$ cat config.mk
export PLATFORM = sky130hd
export DESIGN_NAME = multi_lane_pixel_streamer
export DESIGN_NICKNAME = d
export VERILOG_FILES = /design/src/rtl/multi_lane_pixel_streamer.sv
export SDC_FILE = /design/constraint.sdc
export NUM_CORES = 1
export LEC_CHECK = 0
export ABC_AREA = 1
export CORE_MARGIN = 3
export CORE_UTILIZATION = 45
export CTS_CLUSTER_SIZE = 28
export DETAILED_ROUTE_END_ITERATION = 16
export GPL_ROUTABILITY_DRIVEN = 0
export PLACE_DENSITY = 0.71
export SLEW_MARGIN = 20
export SYNTH_ARGS = -nofsm -noshare
export SYNTH_HDL_FRONTEND = slang
export SYNTH_SLANG_ARGS = --single-unit
$ cat constraint.sdc
create_clock -name clk -period 2.52 [get_ports clk]
set_clock_uncertainty 0.1 [all_clocks]
set_input_delay 0.504 -clock clk [delete_from_list [all_inputs] [get_ports clk]]
set_output_delay 0.504 -clock clk [all_outputs]
set_load 0.005 [all_outputs]
$ cat src/rtl/multi_lane_pixel_streamer.sv
// multi_lane_pixel_streamer: merges N_LANES per-lane shade FIFOs back into
// raster order and drives one ready/valid pixel stream with sof/eol framing.
// Optional build macro STREAMER_STATS_EN adds frame_count / stall_count outputs.
`ifndef COLOR_WIDTH
`define COLOR_WIDTH 8
`endif

module multi_lane_pixel_streamer #(
  parameter int N_LANES    = 4,
  parameter int FIFO_DEPTH = 8,
  parameter int H_RES      = 640,
  parameter int V_RES      = 480,
  parameter int COLOR_W    = `COLOR_WIDTH
) (
  input  logic                       clk,
  input  logic                       rst,
  input  logic                       frame_restart,
  input  logic [N_LANES*COLOR_W-1:0] lane_shade_in,
  input  logic [N_LANES-1:0]         lane_valid_in,
  output logic [N_LANES-1:0]         lane_ready_out,
  input  logic                       ready_in,
  output logic [COLOR_W-1:0]         shade_out,
  output logic                       valid_out,
  output logic                       sof,
  output logic                       eol
`ifdef STREAMER_STATS_EN
  ,
  output logic [15:0]                frame_count,
  output logic [31:0]                stall_count
`endif
);

  localparam int AW = $clog2(FIFO_DEPTH);
  localparam int CW = AW + 1;
  localparam int LW = (N_LANES > 1) ? $clog2(N_LANES) : 1;
  localparam int XW = (H_RES > 1) ? $clog2(H_RES) : 1;
  localparam int YW = (V_RES > 1) ? $clog2(V_RES) : 1;

  // The frame must end on the last lane so the next frame restarts on lane 0.
  if ((H_RES * V_RES) % N_LANES != 0) begin : g_lane_map_check
    $error("H_RES*V_RES must be a multiple of N_LANES");
  end

  logic [COLOR_W-1:0] mem_q [N_LANES][FIFO_DEPTH];
  logic [AW-1:0]      wr_ptr_q [N_LANES];
  logic [AW-1:0]      wr_ptr_d [N_LANES];
  logic [AW-1:0]      rd_ptr_q [N_LANES];
  logic [AW-1:0]      rd_ptr_d [N_LANES];
  logic [CW-1:0]      count_q  [N_LANES];
  logic [CW-1:0]      count_d  [N_LANES];
  logic [N_LANES-1:0] ready_q, ready_d;
  logic [N_LANES-1:0] wr_en, rd_en;

  logic [LW-1:0]      rr_q, rr_d;
  logic [XW-1:0]      x_q, x_d;
  logic [YW-1:0]      y_q, y_d;
  logic [COLOR_W-1:0] shade_q, shade_d;
  logic               valid_q, valid_d;
  logic               sof_q, sof_d;
  logic               eol_q, eol_d;

  logic [COLOR_W-1:0] rd_data;
  logic               load;

  assign rd_data = mem_q[rr_q][rd_ptr_q[rr_q]];
  // Strict raster order: only the selected lane may feed the output register.
  assign load    = !frame_restart && (!valid_q || ready_in) && (count_q[rr_q] != '0);

  // Per-lane FIFO pointer/occupancy update; ready follows next occupancy.
  always_comb begin
    wr_en = '0;
    rd_en = '0;
    for (int k = 0; k < N_LANES; k++) begin
      wr_en[k]    = lane_valid_in[k] && ready_q[k] && !frame_restart;
      rd_en[k]    = load && (rr_q == LW'(k));
      wr_ptr_d[k] = wr_ptr_q[k];
      rd_ptr_d[k] = rd_ptr_q[k];
      count_d[k]  = count_q[k];
      if (frame_restart) begin
        wr_ptr_d[k] = '0;
        rd_ptr_d[k] = '0;
        count_d[k]  = '0;
      end else begin
        if (wr_en[k]) wr_ptr_d[k] = wr_ptr_q[k] + 1'b1;
        if (rd_en[k]) rd_ptr_d[k] = rd_ptr_q[k] + 1'b1;
        count_d[k] = count_q[k] + CW'(wr_en[k]) - CW'(rd_en[k]);
      end
      ready_d[k] = (count_d[k] != CW'(FIFO_DEPTH));
    end
  end

  // Output register, raster position and lane pointer.
  always_comb begin
    rr_d    = rr_q;
    x_d     = x_q;
    y_d     = y_q;
    shade_d = shade_q;
    valid_d = valid_q;
    sof_d   = sof_q;
    eol_d   = eol_q;
    if (frame_restart) begin
      rr_d    = '0;
      x_d     = '0;
      y_d     = '0;
      shade_d = '0;
      valid_d = 1'b0;
      sof_d   = 1'b0;
      eol_d   = 1'b0;
    end else if (load) begin
      shade_d = rd_data;
      valid_d = 1'b1;
      sof_d   = (x_q == '0) && (y_q == '0);
      eol_d   = (x_q == XW'(H_RES - 1));
      rr_d    = (rr_q == LW'(N_LANES - 1)) ? '0 : rr_q + 1'b1;
      if (x_q == XW'(H_RES - 1)) begin
        x_d = '0;
        y_d = (y_q == YW'(V_RES - 1)) ? '0 : y_q + 1'b1;
      end else begin
        x_d = x_q + 1'b1;
      end
    end else if (ready_in) begin
      valid_d = 1'b0;
    end
  end

  // FIFO storage has no reset; occupancy alone defines what is readable.
  always_ff @(posedge clk) begin
    for (int k = 0; k < N_LANES; k++) begin
      if (wr_en[k]) mem_q[k][wr_ptr_q[k]] <= lane_shade_in[k*COLOR_W +: COLOR_W];
    end
  end

  // State registers.
  always_ff @(posedge clk or posedge rst) begin
    if (rst) begin
      for (int k = 0; k < N_LANES; k++) begin
        wr_ptr_q[k] <= '0;
        rd_ptr_q[k] <= '0;
        count_q[k]  <= '0;
      end
      ready_q <= '1;
      rr_q    <= '0;
      x_q     <= '0;
      y_q     <= '0;
      shade_q <= '0;
      valid_q <= 1'b0;
      sof_q   <= 1'b0;
      eol_q   <= 1'b0;
    end else begin
      for (int k = 0; k < N_LANES; k++) begin
        wr_ptr_q[k] <= wr_ptr_d[k];
        rd_ptr_q[k] <= rd_ptr_d[k];
        count_q[k]  <= count_d[k];
      end
      ready_q <= ready_d;
      rr_q    <= rr_d;
      x_q     <= x_d;
      y_q     <= y_d;
      shade_q <= shade_d;
      valid_q <= valid_d;
      sof_q   <= sof_d;
      eol_q   <= eol_d;
    end
  end

  assign lane_ready_out = ready_q;
  assign shade_out      = shade_q;
  assign valid_out      = valid_q;
  assign sof            = sof_q;
  assign eol            = eol_q;

`ifdef STREAMER_STATS_EN
  logic        eof_q, eof_d;
  logic [15:0] frame_count_q, frame_count_d;
  logic [31:0] stall_count_q, stall_count_d;

  // eof marks the registered pixel as the last of its frame.
  always_comb begin
    eof_d         = eof_q;
    frame_count_d = frame_count_q;
    stall_count_d = stall_count_q;
    if (frame_restart) eof_d = 1'b0;
    else if (load) eof_d = (x_q == XW'(H_RES - 1)) && (y_q == YW'(V_RES - 1));
    if (valid_q && ready_in && eof_q) frame_count_d = frame_count_q + 16'd1;
    if (frame_restart) stall_count_d = '0;
    else if (valid_q && !ready_in && !(&stall_count_q)) stall_count_d = stall_count_q + 32'd1;
  end

  // Statistics registers.
  always_ff @(posedge clk or posedge rst) begin
    if (rst) begin
      eof_q         <= 1'b0;
      frame_count_q <= '0;
      stall_count_q <= '0;
    end else begin
      eof_q         <= eof_d;
      frame_count_q <= frame_count_d;
      stall_count_q <= stall_count_d;
    end
  end

  assign frame_count = frame_count_q;
  assign stall_count = stall_count_q;
`endif

endmodule

# [Word level (Yosys, flattened, before mapping)]
# Memories as Yosys holds them, arrays and structs flattened.
# Cells that the tools add are included.
[totals] reg_bits=76 ramBits=256 in_bits=40 output_inout_bits=15 elab_cells=167 n_memories=1
[op_classes] addsub=19 order_cmp=10 n_eq_ne=9 n_mux=64 n_bitwise=6 n_reduce_logical=38
[memory_table] name="mem_q" depth=4 width=64 rd=1 rd_clocked_by_memory_dff=0 write_ports=4 line_no="44" rtl="logic [COLOR_W-1:0] mem_q [N_LANES][FIFO_DEPTH];"
[op_table] cell="$mux 64" n=4
[op_table] cell="$demux 8 s3" n=4
[op_table] cell="$mux 8" n=8
[op_table] cell="$mux 3" n=18
[op_table] cell="$mux 9" n=4
[op_table] cell="$mux 10" n=3
[op_table] cell="$add 3x1->3 const B" n=8
[op_table] cell="$bmux 8 s3" n=1
[op_table] cell="$mux 4" n=6
[op_table] cell="$ge 4x4->1 const B" n=5
[op_table] cell="$not 3->4" n=5
[op_table] cell="$reduce_bool 2->1" n=10
[op_table] cell="$logic_and 1x1->1" n=19
[op_table] cell="$add 4x1->4" n=4
[op_table] cell="$lt 4x1->1 const B" n=4
[op_table] cell="$ne 4x4->1 const B" n=4
[op_table] cell="$sub 4x1->4" n=4
[op_table] cell="$mux 1" n=11
[op_table] cell="$add 10x1->10 const B" n=1
[op_table] cell="$eq 10x10->1 const B" n=1
[op_table] cell="$logic_not 10->1" n=1
[op_table] cell="$add 9x1->9 const B" n=1
[op_table] cell="$eq 9x9->1 const B" n=1
[op_table] cell="$logic_not 9->1" n=1
[op_table] cell="other kinds (14)" n=18

# [Depth between registers and ports, before layout]
# Gate-level depths: netlist of the first run.
[depth] word_depth=10 depth_mapped=16

# [Worst setup path after synthesis of the first run]
# No wires, ideal clock.
[synth_timing] kind="reg-to-reg" from="reg rr_q[1]" to="reg ready_q[0] (netlist: lane_ready_out[0])" setup_time_ns=0.080 t_arrival_ns=2.556 required_time_ns=2.340 setup_slack_ns=-0.216 path_stages_with_launch=16 period_less_slack_ns=2.736 cell_sequence="dfrtp_1 inv_2 buf_6 buf_6 buf_2 ha_1 nand3_1 inv_1 ha_1 inv_1 ha_1 fa_1 inv_1 nor2_1 nor3_1 nand2_1"
[synth_rtl] item="start: declaration" line_no="54" rtl="logic [LW-1:0] rr_q, rr_d;"
[synth_rtl] item="start signal: assignment" line_no="156" rtl="rr_q <= rr_d;"
[synth_rtl] item="end signal: assignment" line_no="155" rtl="ready_q <= ready_d;"
[synth_rtl] item="end: declaration" line_no="51" rtl="logic [N_LANES-1:0] ready_q, ready_d;"

==> out/qor.txt, run 1 <==
Run status: finished, violations left
Failing checks: negative setup slack
Core area: 0.0336 sq mm
Critical path class: reg -> reg
Die width: 191 um
Post-Syn Area: 0.0153 sq mm
Critical path's slowest cell: dfrtp_4
Post-synthesis adder-cell area fraction: 3.13%
Int Pwr: 12.0 mW
Crit-path max cell delay: 0.52 ns
Crit. End Element: flop
Setup WS post-layout: -0.0844 ns
DP HPWL: 27.3 mm
Synth warn: 0
Placement Rows: 67
Vias in the first global route: 11,200
Data required time at the worst endpoint: 2.88 ns
Clock-pin slew on the worst setup and hold paths: 0.06 ns
Pre-Repair DR Iteration Count: 7
Yosys top cell area share: 50.1%
Initial Utilization: 45.7%
CP Max Fanout: 6
Rel. slew slack: 58.1%
XOR/XNOR share of the synthesized area: 0.856%
Hold WS: 0.304 ns
Count leader, synth: nand2_1
Sw frac: 36.1%
Routed len/inst: 18.6 um
Pwr per Cell Area: 1010 mW/mm^2
NetSw: 6.75 mW
Number of diodes: 0
DIE HEIGHT: 191 um
Full die area: 0.0364 sq mm
Crit path arrival time: 2.96 ns
Clk sink count: 332
Iteration-0 DRC Markers: 1,334
Final setup vio count: 5
CTS Buf Count: 36
Synth cell types: 36
Top cell family by delay on the critical path: adder cells
Most used DFF post-synth: edfxtp_1
Yosys reg bits: 332
Period utilisation layout: 103%
Commonest cells post-synth: 506 x nand2_1, 256 x edfxtp_1, 215 x nand3_1, 207 x inv_1, 130 x nor2_1
DRC: 0
Cell type with the largest total area after synthesis: edfxtp_1
CP Cell Sequence: inv_4 -> nor2_2 -> nand3_2 -> nand2_2 -> a21oi_4 -> nand3_2 -> inv_2 -> ha_4 -> inv_2 -> ha_4 -> fa_1 -> inv_1 -> nor2_2 -> nor3_2 -> nand2_1
First-pass GRT wire length: 61.7 mm
Initial antenna violation count: 0
Final Hold Violating Endpoints: 0
WL final: 41.0 mm
Clk_lat worst skew: 0.53 ns
LEAKAGE: 8.11 nW
Post-synthesis sequential area ratio: 62.5%
Post-synthesis cell count: 1,600
Grt ovf: 0
Worst Path Buf+Inv: 4
Startpoint types: flop
Largest net degree at the start of global routing: 73
Syn nets: 1,676
Seq pwr share: 34.9%
Fill count: 2,793
Tot GR Track Use: 22.1%
Post-synth EDFFs: 256
MaxCap Viol Count: 0
Root Buffer: clkbuf_16
Worst IR drop on VDD: 0.000906 V
Cts hold-fix bufs: 0
Antenna viol nets, final: 0
Average cell area after synthesis: 9.59 sq um
RSZ-0062 raised after global routing: true
Pins Over Slew Limit: 0
Clock power frac: 28.8%
Area growth syn-to-layout: 20.5%
Post-Synth Simple-Gate Area: 23.9%
Synth area leaders: edfxtp_1 50%, nand2_1 12%, dfrtp_1 12%
Final setup TNS: -0.261 ns
Worst hold path type: in -> async
Least-Margin Pin Slew: 0.628 ns
Share of cells above drive strength 1: 13.1%
Via density: 5.25
Mux cell area share after synthesis: 0%
Clk buf depth: 3
NumNets Final: 1,809
Complex-gate fraction of the synthesized area: 2.09%
Final Critical Period: 2.60 ns
Htree depth: 2
CTS tree: yes
Ys async rst share: 22.9%
Via Count: 11,600
Buffers on Ports: 54
Combinational share of power: 36.3%
Largest family of logic cells by synthesized area: simple AND/OR/NAND/NOR gates
I/O pin cnt: 55
Fmax: 0.384 GHz
[per-layer routing]
layer  vias up  global-route usage (%)  share of wire, %
li1       5451                       -                 -
met5         -                       0                 0
met3       103                    3.09               8.0
met2       523                    36.3                47
met1      5518                    30.1                41
met4         0                    8.13               3.6
[power by group through the flow]
stage                     Clock [mW]  Sequential [mW]  Combinational [mW]
after floorplan                    0             6.54                4.12
after global placement             0             6.60                5.80
after detailed placement           0             6.61                5.95
after CTS                       5.45             6.51                6.18
after global routing            5.68             6.55                7.38
final                           5.39             6.52                6.79
[sequential cells by signal (all words and copies together) (netlist names), 2 cells and up]
| name | count |
|---|---|
| lane_ready_out | 4 |
| rd_ptr_q | 12 |
| y_q | 9 |
| count_q | 16 |
| rr_q | 2 |
| wr_ptr_q | 12 |
| x_q | 10 |
| mem_q | 256 |
| shade_out | 8 |
[worst paths after layout]
kind | start | endpoint | slack, ns | depth (start not counted)
max in group asynchronous | rst | lane_ready_out[2] | 1.44 | 3
min in group clk | eol | eol | 0.39 | 2
setup reg to reg | rr_q[0] | lane_ready_out[1] | -0.08 | 15
hold / removal | rst | count_q[2] | 0.30 | 2
hold reg to reg | eol | eol | 0.39 | 2
setup / recovery | rr_q[0] | lane_ready_out[1] | -0.08 | 15
[placed cells by master (no fill, tap or decap), types with 2 or more instances in the layout]
cell	instances
nand2_1	502
buf_12	9
bufinv_16	5
clkdlybuf4s50_1	54
inv_2	15
inv_1	195
o21ai_1	16
edfxtp_1	256
inv_6	2
nor2_2	14
nand4_1	7
fa_2	3
clkinv_2	4
o21ai_0	29
ha_1	24
xor2_1	14
nor4_1	3
nand2_2	8
inv_4	2
nand3_2	7
nand3b_1	2
nor3_2	4
ha_4	8
clkinvlp_4	3
or2_2	3
clkbuf_1	7
a21oi_1	11
clkinv_1	7
dfrtp_1	70
nand3_1	209
dfstp_2	4
buf_6	5
buf_4	86
clkbuf_16	39
nor2_1	117
[cell type report]
type / instances / area (sq um) / area share, %
Sequential cell: 332 / 9600 / 51.9
Multi-Input combinational cell: 992 / 4800 / 26.0
Timing Repair Buffer: 158 / 1530 / 8.24
Clock buffer: 44 / 941 / 5.09
Inverter: 213 / 808 / 4.37
Tap cell: 448 / 561 / 3.03
Clock inverter: 22 / 265 / 1.43
[what timing repair did]
item | 4_1_cts | 5_1_grt
setup buffers | 18 | 7
resized for setup | 21 | 36
gates cloned | 0 | 3
setup endpoints to repair | 5 | 25
endpoints found under the hold margin | 0 | 0
pin swaps | 27 | 21
[kinds of logic after synthesis]
logic type,after synthesis
xor gates and xnor gates,15
AOI/OAI and AO/OA,60
DFF,332
adders and majority gates,36
and+or+nand+nor,881
buffers and inverters,276
[stage by stage]
step / total power, mW / setup slack [ns] / cells / util (%) / area (sq um)
after floorplan: 10.7 / -0.100 / 1600 / - / 15400
after global placement: 12.4 / -0.464 / 2118 / 50.0 / 16800
after CTS: 18.1 / -0.0729 / 2202 / 54.3 / 18300
after global routing: 19.6 / -0.206 / 2209 / 55.0 / 18500
after detailed placement: 12.6 / -0.495 / 2118 / 50.0 / 16800
final: 18.7 / -0.0844 / 2209 / 55.0 / 18500
No activity file was read; power rests on OpenSTA's default activity.
==> inputs of run 2 (changes only) <==
--- a/config.mk
+++ b/config.mk
@@ -11,6 +11,7 @@
 export CTS_CLUSTER_SIZE = 28
 export DETAILED_ROUTE_END_ITERATION = 16
 export GPL_ROUTABILITY_DRIVEN = 0
+export MAX_ROUTING_LAYER = met4
 export PLACE_DENSITY = 0.71
 export SLEW_MARGIN = 20
 export SYNTH_ARGS = -nofsm -noshare
==> run 2 against run 1 <==
Net effect: the flow still finishes with violations (negative setup slack); setup slack got worse by 0.0039 ns; non-clock buffer count did not move; sequential power barely moved; sequential share of layout area barely moved; highest routed layer unchanged.
==> out/qor.txt, run 2 (same netlist as run 1, synthesis figures left out) <==
CTS Buf Count: 36 (unchanged)
Final Hold Violating Endpoints: 0 (unchanged)
Root Buffer: clkbuf_16
Worst hold path type: in -> async
Number of diodes: 0 (unchanged)
Worst IR drop on VDD: 0.000881 V (-2.8%)
FF-to-FF End: lane_ready_out[1]
Pre-Repair DR Iteration Count: 5 (-2)
Initial antenna violation count: 0 (unchanged)
Critical path class: reg -> reg
Core area: 0.0336 sq mm (unchanged)
MaxCap Viol Count: 0 (unchanged)
Least-Margin Pin Slew: 0.634 ns (+0.00618 ns)
Clk sink count: 332 (unchanged)
DP HPWL: 27.3 mm (unchanged)
Commonest non-fill, non-tap cell in the layout: nand2_1
WL final: 41.1 mm (+0.20%)
CP Max Fanout: 6 (unchanged)
Clock-pin slew on the worst setup and hold paths: 0.06 ns (about the same)
Tot GR Track Use: 22.7% (+0.65 points)
Final setup vio count: 5 (unchanged)
Startpoint types: flop
Rel. slew slack: 57.6% (-0.41 points)
Antenna viol nets, final: 0 (unchanged)
Largest net degree at the start of global routing: 73 (unchanged)
Clk_lat worst skew: 0.52 ns (about the same)
Most frequent cells in the layout: 503 x nand2_1, 256 x edfxtp_1, 209 x nand3_1, 194 x inv_1, 117 x nor2_1
Hold WS: 0.311 ns (+0.00681 ns)
Fill count: 2,785 (-0.29%)
RSZ-0062 raised after global routing: true
Placement Rows: 67 (unchanged)
Fmax: 0.383 GHz (-0.15%)
Buffers on Ports: 54 (unchanged)
Via density: 5.26 (+0.15%)
Routed len/inst: 18.6 um (+0.20%)
Via Count: 11,600 (+0.15%)
Run status: finished, violations left
I/O pin cnt: 55 (unchanged)
Final Critical Period: 2.61 ns (+0.00393 ns)
Htree depth: 2 (unchanged)
Data required time at the worst endpoint: 2.87 ns (about the same)
Pwr per Cell Area: 1010 mW/mm^2 (about the same)
Critical path destination: lane_ready_out[1]
Full die area: 0.0364 sq mm (unchanged)
Max reg flops: 256 (unchanged)
DIE HEIGHT: 191 um (unchanged)
LEAKAGE: 8.11 nW (about the same)
DRC: 0 (unchanged)
First-pass GRT wire length: 61.7 mm (about the same)
Share of cells above drive strength 1: 13.1% (unchanged)
Worst Setup SP: rr_q[0]
Crit. End Element: flop
R2r setup slk: -0.09 ns (about the same)
Crit path arrival time: 2.96 ns (about the same)
Reg2reg path depth: 15 (unchanged)
Iteration-0 DRC Markers: 1,306 (-2.1%)
Die width: 191 um (unchanged)
Clk buf depth: 3 (unchanged)
Pins Over Slew Limit: 0 (unchanged)
NumNets Final: 1,809 (unchanged)
Period utilisation layout: 104% (+0.16 points)
Power consumption: 18.7 mW (about the same)
Failing checks: negative setup slack
Grt ovf: 0 (unchanged)
Initial Utilization: 45.7% (unchanged)
RR Startpoint: rr_q[0]
Vias in the first global route: 11,200 (-0.0090%)
Final setup TNS: -0.196 ns (+0.0644 ns)
Area growth syn-to-layout: 20.6% (about the same)
CTS tree: yes
Setup WS post-layout: -0.0884 ns (-0.00393 ns)
## run 2: cell types whose count changed in the layout (fill, tap and decap cells not counted)
| cell | delta |
|---|---|
| nor2_4 | +1 |
| nor2_2 | -1 |
| buf_6 | +2 |
| buf_4 | -2 |
| inv_1 | -1 |
| nand2_2 | -1 |
| nand2_1 | +1 |
| inv_4 | -1 |
| inv_2 | +2 |
## run 2: worst max-delay path, cell delays in order (launching register included)
cell and delay (ns):
dfrtp_4 0.52, inv_4 0.08, nor2_2 0.04, nand3_2 0.09, nand2_2 0.06, a21oi_4 0.22, nand3_2 0.13, inv_2 0.12
ha_4 0.21, inv_2 0.06, ha_4 0.13, fa_1 0.41, inv_1 0.09, nor2_2 0.05, nor3_2 0.16, nand2_1 0.07
## run 2: per-layer routing
| layer | GRT usage [%] | wire [um] |
|---|---|---|
| met5 | - | 0 |
| met1 | 30.1 | 16900 |
| met3 | 3.09 | 3170 |
| met2 | 36.2 | 19500 |
| met4 | 8.10 | 1520 |
## run 2: layout make-up
| type | count | area (sq um) | share of cell area (%) |
|---|---|---|---|
| Tap cell | 448 | 561 | 3.03 |
| Clock buffer | 44 | 941 | 5.08 |
| Sequential cell | 332 | 9600 | 51.9 |
| Clock inverter | 22 | 265 | 1.43 |
| Multi-Input combinational cell | 992 | 4810 | 26.0 |
| Timing Repair Buffer | 158 | 1530 | 8.28 |
| Inverter | 213 | 806 | 4.35 |
## run 2: repair_timing
item / CTS / global route
cloned: 0 / 3
resized for setup: 21 / 37
buffers inserted: 18 / 7
endpoints found under the setup margin: 5 / 25
pin swaps: 27 / 24
hold buffers: 0 / 0
## run 2: stage by stage
stage / instances / util (%) / area [sq um] / worst slack (ns)
after floorplan: 1600 / - / 15400 / -0.100
after global placement: 2118 / 50.0 / 16800 / -0.464
after detailed placement: 2118 / 50.0 / 16800 / -0.495
after CTS: 2202 / 54.3 / 18300 / -0.0729
after global routing: 2209 / 55.1 / 18500 / -0.245
final: 2209 / 55.1 / 18500 / -0.0884
## run 2: worst min path at each step
stage          start          to  slack, ns  cells past startpoint
6_report         rst  count_q[2]       0.31                      2
5_1_grt          rst  count_q[2]       0.35                      2
4_1_cts          rst   valid_out       0.31                      2
3_5_place_dp     sof         sof       0.37                      2
3_3_place_gp     eol         eol       0.37                      2
2_1_floorplan    eol         eol       0.37                      2
## run 2: where the power goes
group / internal, mW / total [mW] / switching (mW)
Sequential: 6.27 / 6.52 / 0.250
Combinational: 2.48 / 6.79 / 4.31
Clock: 3.21 / 5.39 / 2.19
==> inputs of run 3 (changes only) <==
--- a/config.mk
+++ b/config.mk
@@ -7,12 +7,12 @@
 export LEC_CHECK = 0
 export ABC_AREA = 1
 export CORE_MARGIN = 3
-export CORE_UTILIZATION = 45
+export CORE_UTILIZATION = 34
 export CTS_CLUSTER_SIZE = 28
 export DETAILED_ROUTE_END_ITERATION = 16
 export GPL_ROUTABILITY_DRIVEN = 0
 export MAX_ROUTING_LAYER = met4
-export PLACE_DENSITY = 0.71
+export PLACE_DENSITY = 0.58
 export SLEW_MARGIN = 20
 export SYNTH_ARGS = -nofsm -noshare
 export SYNTH_HDL_FRONTEND = slang
==> run 3 against run 2 <==
Net effect: the flow still finishes with violations (negative setup slack); via count decreased by 3.6%; die area is 31% higher; flip-flop and latch count stayed put.
==> out/qor.txt, run 3 (same netlist as run 1, synthesis figures left out) <==
Pre-Repair DR Iteration Count: 6 (+1)
Fill count: 4,207 (+51%)
Tot GR Track Use: 17.7% (-5.0 points)
Failing checks: negative setup slack
Iteration-0 DRC Markers: 1,149 (-12%)
Wire length on met1: 18.3 mm (+8.3%)
Met3 routed WL: 2.68 mm (-15%)
Crit. End Element: flop
Fmax: 0.389 GHz (+1.4%)
Placement Rows: 77 (+15%)
Vias in the first global route: 11,200 (-0.19%)
Top cell family by delay on the critical path: adder cells
Worst hold path type: in -> async
Via Count: 11,200 (-3.6%)
Worst Path Buf+Inv: 4 (unchanged)
DRC: 0 (unchanged)
CP Max Fanout: 6 (unchanged)
Fin util: 42.2% (-13 points)
Full die area: 0.0477 sq mm (+31%)
Post-route insts no fill: 2,359 (+6.8%)
Placed Area: 0.0171 sq mm (+1.7%)
Routed len/inst: 17.6 um (-5.1%)
Seq pwr share: 34.3% (-0.6 points)
CTS tree: yes
Buffers on Ports: 54 (unchanged)
Initial Utilization: 34.6% (-11 points)
Post-route cell area: 0.0188 sq mm (+1.3%)
WL met2: 19.7 mm (+1.3%)
Combinational share of power: 36.3% (about the same)
Pins Over Slew Limit: 0 (unchanged)
Htree depth: 2 (unchanged)
Grt ovf: 0 (unchanged)
Inst Count DP: 2,272 (+7.3%)
Max reg flops: 256 (unchanged)
NumNets Final: 1,813 (+0.22%)
Area growth syn-to-layout: 22.2%
Startpoint types: flop
Sw frac: 35.6% (-0.43 points)
I/O pin cnt: 55 (unchanged)
Cts hold-fix bufs: 0 (unchanged)
Least-Margin Pin Slew: 0.533 ns (-0.101 ns)
Root Buffer: clkbuf_16
Commonest non-fill, non-tap cell in the layout: nand2_1
Crit path arrival time: 2.92 ns (-0.04 ns)
Clock-pin slew on the worst setup and hold paths: 0.06 ns (about the same)
First-pass GRT wire length: 63.0 mm (+2.2%)
CTS Buf Count: 38 (+5.6%)
NetSw: 6.75 mW (about the same)
Critical path class: reg -> reg
Pwr per Cell Area: 1010 mW/mm^2 (about the same)
Final setup TNS: -0.0522 ns (+0.144 ns)
Clock power frac: 29.3% (+0.5 points)
LEAKAGE: 8.15 nW (+0.59%)
CP Cell Sequence: inv_4 -> nor2_2 -> nand3_2 -> nand2_2 -> a21oi_4 -> nand3_2 -> inv_2 -> ha_4 -> inv_2 -> ha_4 -> fa_1 -> inv_1 -> nor2_2 -> nor3_2 -> nand2_1
Worst IR drop on VDD: 0.000676 V (-23%)
Core area: 0.0444 sq mm (+32%)
Initial antenna violation count: 1 (+1)
Final setup vio count: 1 (-4)
Clk_lat worst skew: 0.53 ns (about the same)
Largest net degree at the start of global routing: 73 (unchanged)
Setup WS post-layout: -0.0522 ns (+0.0362 ns)
RSZ-0062 raised after global routing: true
Die width: 218 um (+15%)
Power consumption: 18.9 mW (+1.3%)
Crit-path max cell delay: 0.53 ns (about the same)
Final Critical Period: 2.57 ns (-0.0362 ns)
Clk buf depth: 3 (unchanged)
Antenna viol nets, final: 0 (unchanged)
WL final: 41.6 mm (+1.3%)
Share of cells above drive strength 1: 13.3% (+0.19 points)
MaxCap Viol Count: 0 (unchanged)
Top layer in use: met4
Rel. slew slack: 64.3% (+6.7 points)
Data required time at the worst endpoint: 2.87 ns (about the same)
Final Hold Violating Endpoints: 0 (unchanged)
Via density: 4.75 (-9.7%)
DP HPWL: 28.7 mm (+4.9%)
Period utilisation layout: 102% (-1.4 points)
Int Pwr: 12.2 mW (+2.0%)
Critical path's slowest cell: dfrtp_4
Run status: finished, violations left
DIE HEIGHT: 218 um (+15%)
Most frequent cells in the layout: 504 x nand2_1, 256 x edfxtp_1, 203 x nand3_1, 196 x inv_1, 121 x nor2_1
Clk sink count: 332 (unchanged)
## run 3: changes by cell type in the layout (fill, tap and decap cells not counted), sizes merged
cell,before,now
diode,0,1
inv,215,212
buf,101,104
bufinv,5,4
clkinv,12,15
clkbuf,47,50
## run 3: final cells by class
type                    instances  area (sq um)  share of cell area [%]
diodes                          1          2.50                  0.0133
clock buffers                  48          1050                    5.61
clock inverters                21           203                    1.08
inverters                     213           806                    4.30
multi-input cells             992          4820                    25.7
flip-flops and latches        332          9600                    51.2
well taps                     592           741                    3.95
repair buffers                160          1530                    8.15
## run 3: worst paths after layout
kind,startpoint,endpoint,slack [ns],cells past startpoint
worst min register to register,eol,eol,0.38,2
worst max register to register,rr_q[0],lane_ready_out[3],-0.05,15
max in group asynchronous,rst,lane_ready_out[1],1.51,3
worst min-delay path,rst,count_q[2],0.24,2
min in group clk,eol,eol,0.38,2
worst max-delay path,rr_q[0],lane_ready_out[3],-0.05,15
## run 3: power by group through the flow
stage	Combinational (mW)	Sequential [mW]	Clock [mW]
final	6.89	6.50	5.55
after global routing	7.66	6.54	5.90
after CTS	6.54	6.50	5.69
after detailed placement	6.34	6.59	0
after global placement	6.24	6.59	0
after floorplan	4.12	6.54	0
## run 3: what timing repair did
item | CTS | global route
setup buffers | 9 | 6
setup endpoints to repair | 10 | 21
gates cloned | 0 | 2
hold endpoints to repair | 0 | 0
resized for setup | 23 | 27
pin swaps | 25 | 18
## run 3: per-stage QoR
step | worst slack [ns] | hold slack [ns]
2_1_floorplan | -0.100 | 0.365
3_3_place_gp | -0.458 | 0.363
3_5_place_dp | -0.512 | 0.363
4_1_cts | -0.0656 | 0.228
5_1_grt | -0.173 | 0.268
6_report | -0.0522 | 0.236
## run 3: metal layers
layer  track usage (%)  up-vias
li1                  -     5461
met1              23.3     5330
met2              28.9      336
met3              2.98       70
met4              4.41        0
met5                 -        -
